## src/rtl/stream_xbar_pkg.sv

```systemverilog
// Shared sizing helpers for the stream crossbar input buffers.
// Pointer, occupancy and stored-beat widths are derived from the buffer
// parameters here, so every user of the package sizes its state the same way.
package stream_xbar_pkg;

    // Read/write pointer width: address bits plus one wrap bit.
    function automatic int ptr_w(input int depth);
        return $clog2(depth) + 1;
    endfunction

    // Occupancy counter width: must be able to hold 0..depth inclusive.
    function automatic int cnt_w(input int depth);
        return $clog2(depth + 1);
    endfunction

    // Width of one stored beat, packed as {last, dest, data}.
    function automatic int beat_w(input int data_w, input int dest_w);
        return data_w + dest_w + 1;
    endfunction

endpackage

```

## src/rtl/stream_fifo_mem.sv

```systemverilog
// Storage array for stream_in_fifo.
// Synchronous write port and asynchronous read port, so the head entry is
// visible in the same cycle the read pointer points at it.
module stream_fifo_mem #(
    parameter int WIDTH = 11,
    parameter int DEPTH = 4
) (
    input  logic                     clk_i,
    input  logic                     wr_en,
    input  logic [$clog2(DEPTH)-1:0] wr_addr,
    input  logic [WIDTH-1:0]         wr_data,
    input  logic [$clog2(DEPTH)-1:0] rd_addr,
    output logic [WIDTH-1:0]         rd_data
);

    logic [WIDTH-1:0] mem [DEPTH];

    // Store the incoming beat at the write address.
    // NOTE: storage has no reset; validity is tracked by the pointers, so
    // stale contents are never observed and the array maps onto plain flops/RAM.
    always_ff @(posedge clk_i) begin
        if (wr_en) begin
            mem[wr_addr] <= wr_data;
        end
    end

    assign rd_data = mem[rd_addr];

endmodule

```

## src/rtl/stream_in_fifo.sv

```systemverilog
// Per-source elastic buffer in front of the stream crossbar.
// First-word-fall-through FIFO of {last, dest, data} beats. The destination
// is captured on the first beat of each packet and reused for the rest of
// the packet, so the arbiter never sees the destination change mid-packet.
// Optional build macro STREAM_IN_FIFO_PKT_MODE_EN selects store-and-forward:
// the head is only offered once a complete packet is stored, or when the
// buffer is full (cut-through fallback for packets longer than DEPTH).
module stream_in_fifo
    import stream_xbar_pkg::*;
#(
    parameter int T_DATA_WIDTH = 8,
    parameter int T_DEST_WIDTH = 2,
    parameter int DEPTH        = 4
) (
    input  logic                          clk_i,
    input  logic                          rst_in,
    input  logic [T_DATA_WIDTH-1:0]       s_data_i,
    input  logic [T_DEST_WIDTH-1:0]       s_dest_i,
    input  logic                          s_last_i,
    input  logic                          s_valid_i,
    output logic                          s_ready_o,
    output logic [T_DATA_WIDTH-1:0]       m_data_o,
    output logic [T_DEST_WIDTH-1:0]       m_dest_o,
    output logic                          m_last_o,
    output logic                          m_valid_o,
    input  logic                          m_ready_i,
    output logic [$clog2(DEPTH+1)-1:0]    count_o
);

    localparam int PTR_W  = ptr_w(DEPTH);
    localparam int CNT_W  = cnt_w(DEPTH);
    localparam int ADDR_W = PTR_W - 1;
    localparam int BEAT_W = beat_w(T_DATA_WIDTH, T_DEST_WIDTH);

    typedef struct packed {
        logic                    last;
        logic [T_DEST_WIDTH-1:0] dest;
        logic [T_DATA_WIDTH-1:0] data;
    } beat_t;

    logic [PTR_W-1:0]        wr_ptr;
    logic [PTR_W-1:0]        rd_ptr;
    logic [CNT_W-1:0]        count;
    logic                    active;
    logic                    in_pkt;
    logic [T_DEST_WIDTH-1:0] lock_dest;
    logic                    empty;
    logic                    full;
    logic                    wr_en;
    logic                    rd_en;
    beat_t                   wr_beat;
    beat_t                   head;

    assign empty = (wr_ptr == rd_ptr);
    assign full  = (wr_ptr[ADDR_W] != rd_ptr[ADDR_W]) &&
                   (wr_ptr[ADDR_W-1:0] == rd_ptr[ADDR_W-1:0]);

    // Ready comes only from registered state and stays low until the first
    // clock after reset release.
    assign s_ready_o = active && (count != CNT_W'(DEPTH));
    assign wr_en     = s_valid_i && s_ready_o;
    assign rd_en     = m_valid_o && m_ready_i;
    assign count_o   = count;

    // Beats after the first of a packet carry the locked destination.
    always_comb begin
        wr_beat.data = s_data_i;
        wr_beat.last = s_last_i;
        wr_beat.dest = in_pkt ? lock_dest : s_dest_i;
    end

    stream_fifo_mem #(
        .WIDTH (BEAT_W),
        .DEPTH (DEPTH)
    ) u_mem (
        .clk_i   (clk_i),
        .wr_en   (wr_en),
        .wr_addr (wr_ptr[ADDR_W-1:0]),
        .wr_data (wr_beat),
        .rd_addr (rd_ptr[ADDR_W-1:0]),
        .rd_data (head)
    );

    assign m_data_o = head.data;
    assign m_dest_o = head.dest;
    assign m_last_o = head.last;

    // Marks the buffer as out of reset one clock after rst_in releases.
    // NOTE: all sequential state uses non-blocking assignments so every flop
    // samples pre-edge values regardless of block ordering.
    always_ff @(posedge clk_i or negedge rst_in) begin
        if (!rst_in) begin
            active <= 1'b0;
        end else begin
            active <= 1'b1;
        end
    end

    // Advance pointers and occupancy on accepted writes and reads.
    always_ff @(posedge clk_i or negedge rst_in) begin
        if (!rst_in) begin
            wr_ptr <= '0;
            rd_ptr <= '0;
            count  <= '0;
        end else begin
            if (wr_en) wr_ptr <= wr_ptr + PTR_W'(1);
            if (rd_en) rd_ptr <= rd_ptr + PTR_W'(1);
            case ({wr_en, rd_en})
                2'b10:   count <= count + CNT_W'(1);
                2'b01:   count <= count - CNT_W'(1);
                default: count <= count;
            endcase
        end
    end

    // Track packet boundaries and hold the destination of the open packet.
    always_ff @(posedge clk_i or negedge rst_in) begin
        if (!rst_in) begin
            in_pkt    <= 1'b0;
            lock_dest <= '0;
        end else if (wr_en) begin
            in_pkt <= !s_last_i;
            if (!in_pkt) begin
                lock_dest <= s_dest_i;
            end
        end
    end

`ifdef STREAM_IN_FIFO_PKT_MODE_EN
    logic [CNT_W-1:0] pkt_cnt;

    // Count complete packets held in the buffer.
    always_ff @(posedge clk_i or negedge rst_in) begin
        if (!rst_in) begin
            pkt_cnt <= '0;
        end else begin
            case ({wr_en && s_last_i, rd_en && m_last_o})
                2'b10:   pkt_cnt <= pkt_cnt + CNT_W'(1);
                2'b01:   pkt_cnt <= pkt_cnt - CNT_W'(1);
                default: pkt_cnt <= pkt_cnt;
            endcase
        end
    end

    // Offer the head once a whole packet is stored, or when full so long
    // packets cut through instead of deadlocking.
    assign m_valid_o = !empty && ((pkt_cnt != '0) || full);
`else
    // Cut-through: any stored beat is offered immediately.
    assign m_valid_o = !empty;
`endif

endmodule

```

## config.mk

```make
export PLATFORM = sky130hd
export DESIGN_NAME = stream_in_fifo
export DESIGN_NICKNAME = d
export VERILOG_FILES = /design/src/rtl/stream_xbar_pkg.sv /design/src/rtl/stream_fifo_mem.sv /design/src/rtl/stream_in_fifo.sv
export SDC_FILE = /design/constraint.sdc
export NUM_CORES = 1
export LEC_CHECK = 0
export BUFFER_PORTS_ARGS = -buffer_cell sky130_fd_sc_hd__buf_2
export CAP_MARGIN = 25
export CORE_MARGIN = 4
export CORE_UTILIZATION = 55
export CTS_BUF_LIST = sky130_fd_sc_hd__clkbuf_4 sky130_fd_sc_hd__clkbuf_8
export DETAILED_ROUTE_END_ITERATION = 7
export GPL_TIMING_DRIVEN = 0
export PLACE_DENSITY_LB_ADDON = 0.1
export SYNTH_ARGS = -nofsm -noshare
export SYNTH_HDL_FRONTEND = slang
export SYNTH_SLANG_ARGS = --single-unit
```

## constraint.sdc

```tcl
create_clock -name clk_i -period 2.2 [get_ports clk_i]
set_input_delay 0.44 -clock clk_i [delete_from_list [all_inputs] [get_ports clk_i]]
set_output_delay 0.44 -clock clk_i [all_outputs]
set_load 0.1 [all_outputs]
```

==> results of run 1 <==
-- metal layers --
metal,track usage,up-vias,part of all wire
met1,0.202,634,0.41
met3,0.0662,6,0.052
met5,0,-,0
met2,0.286,33,0.52
li1,-,583,-
met4,0.0483,0,0.012
-- worst register-to-register path, stage by stage, from the launching register on --
cell and delay [ns]:
sky130_fd_sc_hd__dfrtp_2 0.44, sky130_fd_sc_hd__buf_4 0.17, sky130_fd_sc_hd__xnor2_4 0.17, sky130_fd_sc_hd__a31oi_4 0.21
sky130_fd_sc_hd__ha_2 0.21, sky130_fd_sc_hd__inv_1 0.05, sky130_fd_sc_hd__fa_1 0.37, sky130_fd_sc_hd__xor2_1 0.15
sky130_fd_sc_hd__nor2_1 0.12, sky130_fd_sc_hd__xor2_1 0.15
-- cell type report --
type                            instances  share of cell area
Sequential cell                        57               0.564
Inverter                                7             0.00894
Tap cell                               50              0.0213
Buffer                                  2             0.00937
Timing Repair Buffer                   36              0.0796
Multi-Input combinational cell         60               0.252
Clock inverter                          4              0.0149
Clock buffer                           12              0.0498
-- through the flow --
step	setup TNS [ns]	instance area [um2]	hold slack (ns)
6_report	0	2940	0.337
2_1_floorplan	0	2420	0.144
5_1_grt	-0.0674	2940	0.319
3_3_place_gp	0	2630	0.343
4_1_cts	0	2890	0.326
3_5_place_dp	0	2640	0.349
-- cell usage in the layout (no fill, tap or decap), drive strengths merged, types with 4 or more instances in the layout --
cell type  synthesis  layout
inv                7       7
clkbuf             0      13
edfxtp            44      44
xnor2              5       5
xor2               4       4
mux2               5       5
buf                2      36
dfrtp             13      13
mux4              11      11
ha                 6       6
-- cells by family (layout without fill, tap and decap cells) --
| logic type | count (synthesis) | in the layout | share of synthesized area |
|---|---|---|---|
| AO/OA/AOI/OAI | 7 | 7 | 0.0250 |
| adder cells (fa/ha/maj) | 7 | 7 | 0.0395 |
| AND/OR/NAND/NOR | 19 | 19 | 0.0546 |
| flip-flops | 57 | 57 | 0.684 |
| buffers and inverters | 9 | 61 | 0.0177 |
| other | 1 | 1 | 0.00156 |
| XOR/XNOR | 9 | 9 | 0.0359 |
| multiplexers | 17 | 17 | 0.141 |
-- flip-flops by register name (all words and copies together), names as in the netlist --
register	count
wr_ptr	3
lock_dest	2
rd_ptr	3
in_pkt	1
active	1
u_mem.mem	44
count_o	3
-- how the worst min path moves through the flow --
stage          depth (start not counted)        start  slack, ns         endpoint
2_1_floorplan                          0       rst_in       0.14           active
5_1_grt                                1  s_data_i[3]       0.32  u_mem.mem[1][3]
3_3_place_gp                           1       rst_in       0.34     lock_dest[0]
4_1_cts                                1  s_data_i[0]       0.33  u_mem.mem[3][0]
3_5_place_dp                           1       rst_in       0.35           active
6_report                               1  s_data_i[3]       0.34  u_mem.mem[3][3]
-- repair_timing --
item	in CTS	in global routing
gates resized for setup	12	7
hold endpoints to repair	2	0
setup buffers	2	2
endpoints found under the setup margin	10	5
pin swaps	0	3
hold buffers	1	0
==> impl_metrics.xml, run 1 <==
<?xml version="1.0" encoding="UTF-8"?>
<metrics>
  <group name="status">
    <metric name="status" unit="">completed</metric>
  </group>
  <group name="yosys">
    <metric name="netlist_top_cells_count" unit="">sky130_fd_sc_hd__edfxtp_1, sky130_fd_sc_hd__dfrtp_1, sky130_fd_sc_hd__inv_1, sky130_fd_sc_hd__mux4_2, sky130_fd_sc_hd__ha_1</metric>
    <metric name="post-synth-top-count-cell" unit="">sky130_fd_sc_hd__edfxtp_1</metric>
    <metric name="seq_total_area_yosys" unit="">0.684</metric>
    <metric name="synth_cell_types" unit="">34</metric>
    <metric name="postSynth.asyncResetShare" unit="">0.228</metric>
    <metric name="synth.yosys.warnings" unit="">0</metric>
    <metric name="synth-seq-cells" unit="">57</metric>
    <metric name="synth.top_cell.area_share" unit="">0.549</metric>
    <metric name="synth-edff-count" unit="">44</metric>
    <metric name="synth-main-ff-cell" unit="">sky130_fd_sc_hd__edfxtp_1</metric>
    <metric name="syn-num-nets" unit="">148</metric>
    <metric name="synth_area" unit="um2">2410</metric>
    <metric name="yosysTopAreaCell" unit="">sky130_fd_sc_hd__edfxtp_1</metric>
    <metric name="netlist_top_cells_area" unit="">sky130_fd_sc_hd__edfxtp_1, sky130_fd_sc_hd__dfrtp_1, sky130_fd_sc_hd__mux4_2</metric>
    <metric name="postSynthCellCount" unit="">126</metric>
    <metric name="syn_area_per_cell" unit="um2">19.1</metric>
  </group>
  <group name="die">
    <metric name="starting_utilization_of_the_core_area" unit="">0.585</metric>
    <metric name="ioPinCount" unit="">31</metric>
    <metric name="die_h" unit="um">74.1</metric>
    <metric name="die_area" unit="um2">5500</metric>
    <metric name="die_outline_width" unit="um">74.1</metric>
    <metric name="coreArea" unit="um2">4120</metric>
    <metric name="rows" unit="">23</metric>
  </group>
  <group name="cts">
    <metric name="cts_tree" unit="">done</metric>
    <metric name="clkLatencyLatePin" unit="ns">0.32</metric>
    <metric name="cts-root-buf" unit="">sky130_fd_sc_hd__clkbuf_8</metric>
    <metric name="numClockSinks" unit="">57</metric>
    <metric name="max-clock-path-buffers" unit="">2</metric>
    <metric name="cts.reportedPaths.clkPinSlew" unit="ns">0.06</metric>
    <metric name="cts_buffers" unit="">9</metric>
    <metric name="htreeDepth" unit="">3</metric>
  </group>
  <group name="worst_setup_path">
    <metric name="crit_path_depth" unit="">3</metric>
    <metric name="worst_setup_path_startpoint" unit="">rd_ptr[1]</metric>
    <metric name="r2r-end" unit="">count_o[2]</metric>
    <metric name="cpPeakStageDelay" unit="ns">0.50</metric>
    <metric name="worstRegToRegCells" unit="">9</metric>
    <metric name="timing.critical_path.to_type" unit="">primary output</metric>
    <metric name="cp_max_fo" unit="">10</metric>
    <metric name="worst-setup-path-type" unit="">reg -&gt; out</metric>
    <metric name="critPathBufInv" unit="">2</metric>
    <metric name="crit_arrival" unit="ns">1.70</metric>
    <metric name="critical_path.cell_chain" unit="">buf_4, mux4_1, clkbuf_4</metric>
    <metric name="crit_slowest_cell" unit="">sky130_fd_sc_hd__dfrtp_1</metric>
    <metric name="cp-endpoint" unit="">m_data_o[1]</metric>
    <metric name="critical_path.reg2reg.startpoint" unit="">rd_ptr[0]</metric>
    <metric name="endpoint_required_time_on_the_critical_path" unit="ns">1.76</metric>
    <metric name="rrSetupSlack" unit="ns">0.09</metric>
    <metric name="critPathLaunchType" unit="">flop</metric>
    <metric name="critical-path-top-delay-family" unit="">buffers and inverters</metric>
  </group>
  <group name="grt">
    <metric name="antenna_found_initial" unit="">0</metric>
    <metric name="grt_start_max_net_pins" unit="">14</metric>
    <metric name="grt_first_pass_wirelength" unit="mm">6.57</metric>
    <metric name="first_global_vias" unit="">1310</metric>
    <metric name="track_usage" unit="">0.169</metric>
    <metric name="global_route_congestion_overflow_total" unit="">0</metric>
  </group>
  <group name="sta">
    <metric name="grt_setup_unrepaired" unit="">true</metric>
    <metric name="worst-slew-pin-transition" unit="ns">0.608</metric>
    <metric name="setup_violations" unit="">0</metric>
    <metric name="layout_setup_ws" unit="ns">0.0559</metric>
    <metric name="final_min_period_over_clock_period" unit="">0.975</metric>
    <metric name="fin_skew" unit="ns">0.00413</metric>
    <metric name="slew_violations" unit="">0</metric>
    <metric name="final_hold_viol_count" unit="">0</metric>
    <metric name="final.min_clock_period" unit="ns">2.14</metric>
    <metric name="relative_slew_margins" unit="">0.594</metric>
    <metric name="achievable-frequency" unit="GHz">0.466</metric>
  </group>
  <group name="detailed_routing">
    <metric name="avgRoutedWirePerCell" unit="um">17.4</metric>
    <metric name="antenna_violating_nets_post_route" unit="">0</metric>
    <metric name="routed_wl" unit="mm">3.96</metric>
    <metric name="initialDrtViolationCount" unit="">81</metric>
    <metric name="num_vias" unit="">1256</metric>
    <metric name="drt_pre_antenna_iters" unit="">4</metric>
    <metric name="vias_per_cell" unit="">5.51</metric>
    <metric name="number_of_remaining_drc_errors" unit="">0</metric>
  </group>
  <group name="job">
    <metric name="max_capacitance_violation_count" unit="">0</metric>
  </group>
  <group name="place">
    <metric name="placed_cells" unit="">207</metric>
    <metric name="place_hpwl" unit="mm">2.67</metric>
    <metric name="place.port_buffers" unit="">30</metric>
    <metric name="place.gp.congestion" unit="">0.743</metric>
    <metric name="preCtsSetupSlack" unit="ns">0.0624</metric>
  </group>
  <group name="cells_and_area">
    <metric name="nNetsFinal" unit="">195</metric>
    <metric name="final_cell_count_no_fill" unit="">228</metric>
    <metric name="multiInputGateArea" unit="um2">741</metric>
    <metric name="area.growth.synth_to_final" unit="%">22.1</metric>
    <metric name="seqCellArea" unit="um2">1660</metric>
    <metric name="post_route_cells_drive_above_1_share" unit="">0.438</metric>
    <metric name="final_core_utilization" unit="">0.714</metric>
    <metric name="insertedDiodeCount" unit="">0</metric>
    <metric name="fillerInstances" unit="">263</metric>
  </group>
  <group name="min_path">
    <metric name="hold_class" unit="">in -&gt; reg</metric>
  </group>
</metrics>
Power of run 1 is not shown: default switching activity piles up to over one toggle a cycle in this logic, so the estimate is an artifact.
==> run 2: changes to the inputs <==
--- a/config.mk
+++ b/config.mk
@@ -15,4 +15,5 @@
 export PLACE_DENSITY_LB_ADDON = 0.1
 export SYNTH_ARGS = -nofsm -noshare
 export SYNTH_HDL_FRONTEND = slang
+export SYNTH_HIERARCHICAL = 1
 export SYNTH_SLANG_ARGS = --single-unit
==> constraint.sdc (replaced) <==
create_clock -name clk_i -period 2.2 [get_ports clk_i]
set_input_delay 0.11 -clock clk_i [delete_from_list [all_inputs] [get_ports clk_i]]
set_output_delay 0.11 -clock clk_i [all_outputs]
set_load 0.1 [all_outputs]
==> impl_metrics.xml, run 2 <==
<?xml version="1.0" encoding="UTF-8"?>
<metrics>
  <group name="cells_and_area">
    <metric name="final_core_utilization" unit="">0.705</metric>
    <metric name="post_route_cells_drive_above_1_share" unit="">0.449</metric>
    <metric name="fillerInstances" unit="">275</metric>
    <metric name="insertedDiodeCount" unit="">0</metric>
    <metric name="max_flop_register" unit="">u_mem/mem</metric>
    <metric name="area.growth.synth_to_final" unit="%">22.8</metric>
    <metric name="mostFrequentLayoutCells" unit="">sky130_fd_sc_hd__edfxtp_1, sky130_fd_sc_hd__buf_2, sky130_fd_sc_hd__mux4_2</metric>
    <metric name="seqCellArea" unit="um2">1660</metric>
    <metric name="finished_layout_cell_area" unit="um2">2860</metric>
    <metric name="multiInputGateArea" unit="um2">659</metric>
    <metric name="mostFrequentLayoutCell" unit="">sky130_fd_sc_hd__edfxtp_1</metric>
    <metric name="nNetsFinal" unit="">191</metric>
    <metric name="largest_reg_flops" unit="">44</metric>
  </group>
  <group name="yosys">
    <metric name="synth-seq-cells" unit="">57</metric>
    <metric name="syn_area_per_cell" unit="um2">19.6</metric>
    <metric name="netlist_top_cells_count" unit="">sky130_fd_sc_hd__edfxtp_1, sky130_fd_sc_hd__dfrtp_1, sky130_fd_sc_hd__mux4_2, sky130_fd_sc_hd__xor2_1, sky130_fd_sc_hd__inv_1</metric>
    <metric name="postSynth.asyncResetShare" unit="">0.228</metric>
    <metric name="seq_total_area_yosys" unit="">0.708</metric>
    <metric name="synth.top_cell.area_share" unit="">0.568</metric>
    <metric name="synth-edff-count" unit="">44</metric>
    <metric name="netlist_top_cells_area" unit="">sky130_fd_sc_hd__edfxtp_1, sky130_fd_sc_hd__dfrtp_1, sky130_fd_sc_hd__mux4_2</metric>
    <metric name="syn-num-nets" unit="">138</metric>
    <metric name="post-synth-top-count-cell" unit="">sky130_fd_sc_hd__edfxtp_1</metric>
    <metric name="yosysTopAreaCell" unit="">sky130_fd_sc_hd__edfxtp_1</metric>
    <metric name="synth_cell_types" unit="">32</metric>
    <metric name="synth.yosys.warnings" unit="">6</metric>
    <metric name="synth_area" unit="um2">2330</metric>
    <metric name="postSynthCellCount" unit="">119</metric>
    <metric name="synth-main-ff-cell" unit="">sky130_fd_sc_hd__edfxtp_1</metric>
  </group>
  <group name="sta">
    <metric name="worst-slew-pin-transition" unit="ns">0.677</metric>
    <metric name="fin_skew" unit="ns">0.00900</metric>
    <metric name="worst_hold_slack" unit="ns">0.0201</metric>
    <metric name="relative_slew_margins" unit="">0.548</metric>
    <metric name="final_min_period_over_clock_period" unit="">0.937</metric>
    <metric name="achievable-frequency" unit="GHz">0.485</metric>
    <metric name="slew_violations" unit="">0</metric>
    <metric name="final_hold_viol_count" unit="">0</metric>
    <metric name="final.min_clock_period" unit="ns">2.06</metric>
    <metric name="setup_violations" unit="">0</metric>
  </group>
  <group name="cts">
    <metric name="clkLatencyLatePin" unit="ns">0.32</metric>
    <metric name="cts.reportedPaths.clkPinSlew" unit="ns">0.06</metric>
    <metric name="cts-root-buf" unit="">sky130_fd_sc_hd__clkbuf_8</metric>
    <metric name="htreeDepth" unit="">3</metric>
    <metric name="max-clock-path-buffers" unit="">2</metric>
    <metric name="cts_buffers" unit="">9</metric>
    <metric name="numClockSinks" unit="">57</metric>
    <metric name="cts_tree" unit="">done</metric>
  </group>
  <group name="grt">
    <metric name="grt_use_met1" unit="">0.180</metric>
    <metric name="antenna_found_initial" unit="">0</metric>
    <metric name="global_route_congestion_overflow_total" unit="">0</metric>
    <metric name="grt_first_pass_wirelength" unit="mm">5.98</metric>
    <metric name="gr-usage-met3" unit="">0.0689</metric>
    <metric name="track_usage" unit="">0.162</metric>
    <metric name="globalRouteMet2Util" unit="">0.269</metric>
    <metric name="grt_start_max_net_pins" unit="">14</metric>
    <metric name="gr-max-usage-layer" unit="">met2</metric>
    <metric name="first_global_vias" unit="">1244</metric>
  </group>
  <group name="die">
    <metric name="die_area" unit="um2">5340</metric>
    <metric name="die_h" unit="um">73.1</metric>
    <metric name="starting_utilization_of_the_core_area" unit="">0.574</metric>
    <metric name="die_outline_width" unit="um">73.1</metric>
    <metric name="rows" unit="">23</metric>
    <metric name="coreArea" unit="um2">4060</metric>
    <metric name="ioPinCount" unit="">31</metric>
  </group>
  <group name="worst_setup_path">
    <metric name="crit_arrival" unit="ns">2.30</metric>
    <metric name="endpoint_required_time_on_the_critical_path" unit="ns">2.44</metric>
    <metric name="critPathLaunchType" unit="">flop</metric>
    <metric name="timing.critical_path.to_type" unit="">flop</metric>
    <metric name="worst-setup-path-type" unit="">reg -&gt; reg</metric>
    <metric name="cp_max_fo" unit="">7</metric>
  </group>
  <group name="min_path">
    <metric name="hold_class" unit="">in -&gt; reg</metric>
  </group>
  <group name="detailed_routing">
    <metric name="number_of_remaining_drc_errors" unit="">0</metric>
    <metric name="antenna_violating_nets_post_route" unit="">0</metric>
    <metric name="vias_per_cell" unit="">5.30</metric>
    <metric name="initialDrtViolationCount" unit="">48</metric>
    <metric name="routed_wl" unit="mm">3.65</metric>
    <metric name="drt_pre_antenna_iters" unit="">4</metric>
    <metric name="num_vias" unit="">1198</metric>
    <metric name="avgRoutedWirePerCell" unit="um">16.1</metric>
  </group>
  <group name="job">
    <metric name="max_capacitance_violation_count" unit="">0</metric>
  </group>
  <group name="place">
    <metric name="place_hpwl" unit="mm">2.42</metric>
    <metric name="place.port_buffers" unit="">30</metric>
    <metric name="place.gp.congestion" unit="">0.727</metric>
    <metric name="post_dp_cell_area" unit="um2">2550</metric>
  </group>
  <group name="status">
    <metric name="status" unit="">completed</metric>
  </group>
</metrics>
-- run 2: changes by cell type in the layout (fill, tap and decap cells not counted), moves of 3 or more --
cell,change
sky130_fd_sc_hd__mux4_2,+3
sky130_fd_sc_hd__dlygate4sd3_1,+7
sky130_fd_sc_hd__dfrtp_1,-3
sky130_fd_sc_hd__mux4_1,-3
sky130_fd_sc_hd__buf_2,+11
sky130_fd_sc_hd__ha_1,-3
sky130_fd_sc_hd__dfrtp_2,+4
sky130_fd_sc_hd__buf_4,-8
sky130_fd_sc_hd__nand3_1,-3
-- run 2: path summary, 6_finish.rpt --
path / startpoint / to / slack [ns] / cells past startpoint
setup / recovery: rd_ptr[1] / count_o[2] / 0.14 / 8
hold / removal: s_data_i[0] / u_mem/mem[0][0] / 0.02 / 1
setup reg to reg: rd_ptr[1] / count_o[2] / 0.14 / 8
hold reg to reg: rd_ptr[2] / rd_ptr[2] / 0.50 / 1
max in group asynchronous: rst_in / rd_ptr[0] / 1.74 / 2
min in group asynchronous: rst_in / rd_ptr[2] / 0.20 / 2
-- run 2: final cells by class --
| cell class | count | share of cell area |
|---|---|---|
| Sequential cell | 57 | 0.580 |
| Tap cell | 50 | 0.0219 |
| Timing Repair Buffer | 42 | 0.0910 |
| Buffer | 2 | 0.00569 |
| Clock inverter | 4 | 0.0158 |
| Clock buffer | 11 | 0.0486 |
| Inverter | 5 | 0.00656 |
| Multi-Input combinational cell | 55 | 0.231 |
-- run 2: timing repair --
action                     4_1_cts  5_1_grt
setup buffers                    0        4
pin swaps                        0        3
hold endpoints to repair        40        0
hold buffers                     8        0
setup endpoints to repair       11        1
gates resized for setup          2        4
-- run 2: layer usage --
metal / up-vias / share of wire
met1: 588 / 0.41
met4: 0 / 0.018
met2: 31 / 0.51
li1: 572 / -
met5: - / 0
met3: 7 / 0.059
-- run 2: kinds of logic after synthesis --
kind of cell / after synthesis / synth area share
AO/OA/AOI/OAI: 6 / 0.0199
XOR/XNOR: 10 / 0.0376
adder cells (fa/ha/maj): 4 / 0.0247
buffers and inverters: 7 / 0.0151
flip-flops: 57 / 0.708
multiplexers: 17 / 0.141
other: 1 / 0.00161
AND/OR/NAND/NOR: 17 / 0.0522
-- run 2: stage by stage --
stage	setup TNS (ns)	setup slack, ns	std cells
2_1_floorplan	0	0.0340	119
3_3_place_gp	0	0.0257	199
3_5_place_dp	-0.0507	-0.00522	199
4_1_cts	0	0.0523	222
5_1_grt	-0.00901	-0.00901	226
6_report	0	0.139	226
-- run 2: critical path: stages (launching register included) --
cell                      delay, ns
sky130_fd_sc_hd__dfrtp_2       0.45
sky130_fd_sc_hd__xnor2_1       0.19
sky130_fd_sc_hd__a31oi_2       0.26
sky130_fd_sc_hd__ha_2          0.23
sky130_fd_sc_hd__inv_1         0.05
sky130_fd_sc_hd__fa_1          0.37
sky130_fd_sc_hd__xor2_1        0.15
sky130_fd_sc_hd__nor2_1        0.13
sky130_fd_sc_hd__xor2_1        0.15
Power of run 2 is left out for the same reason.
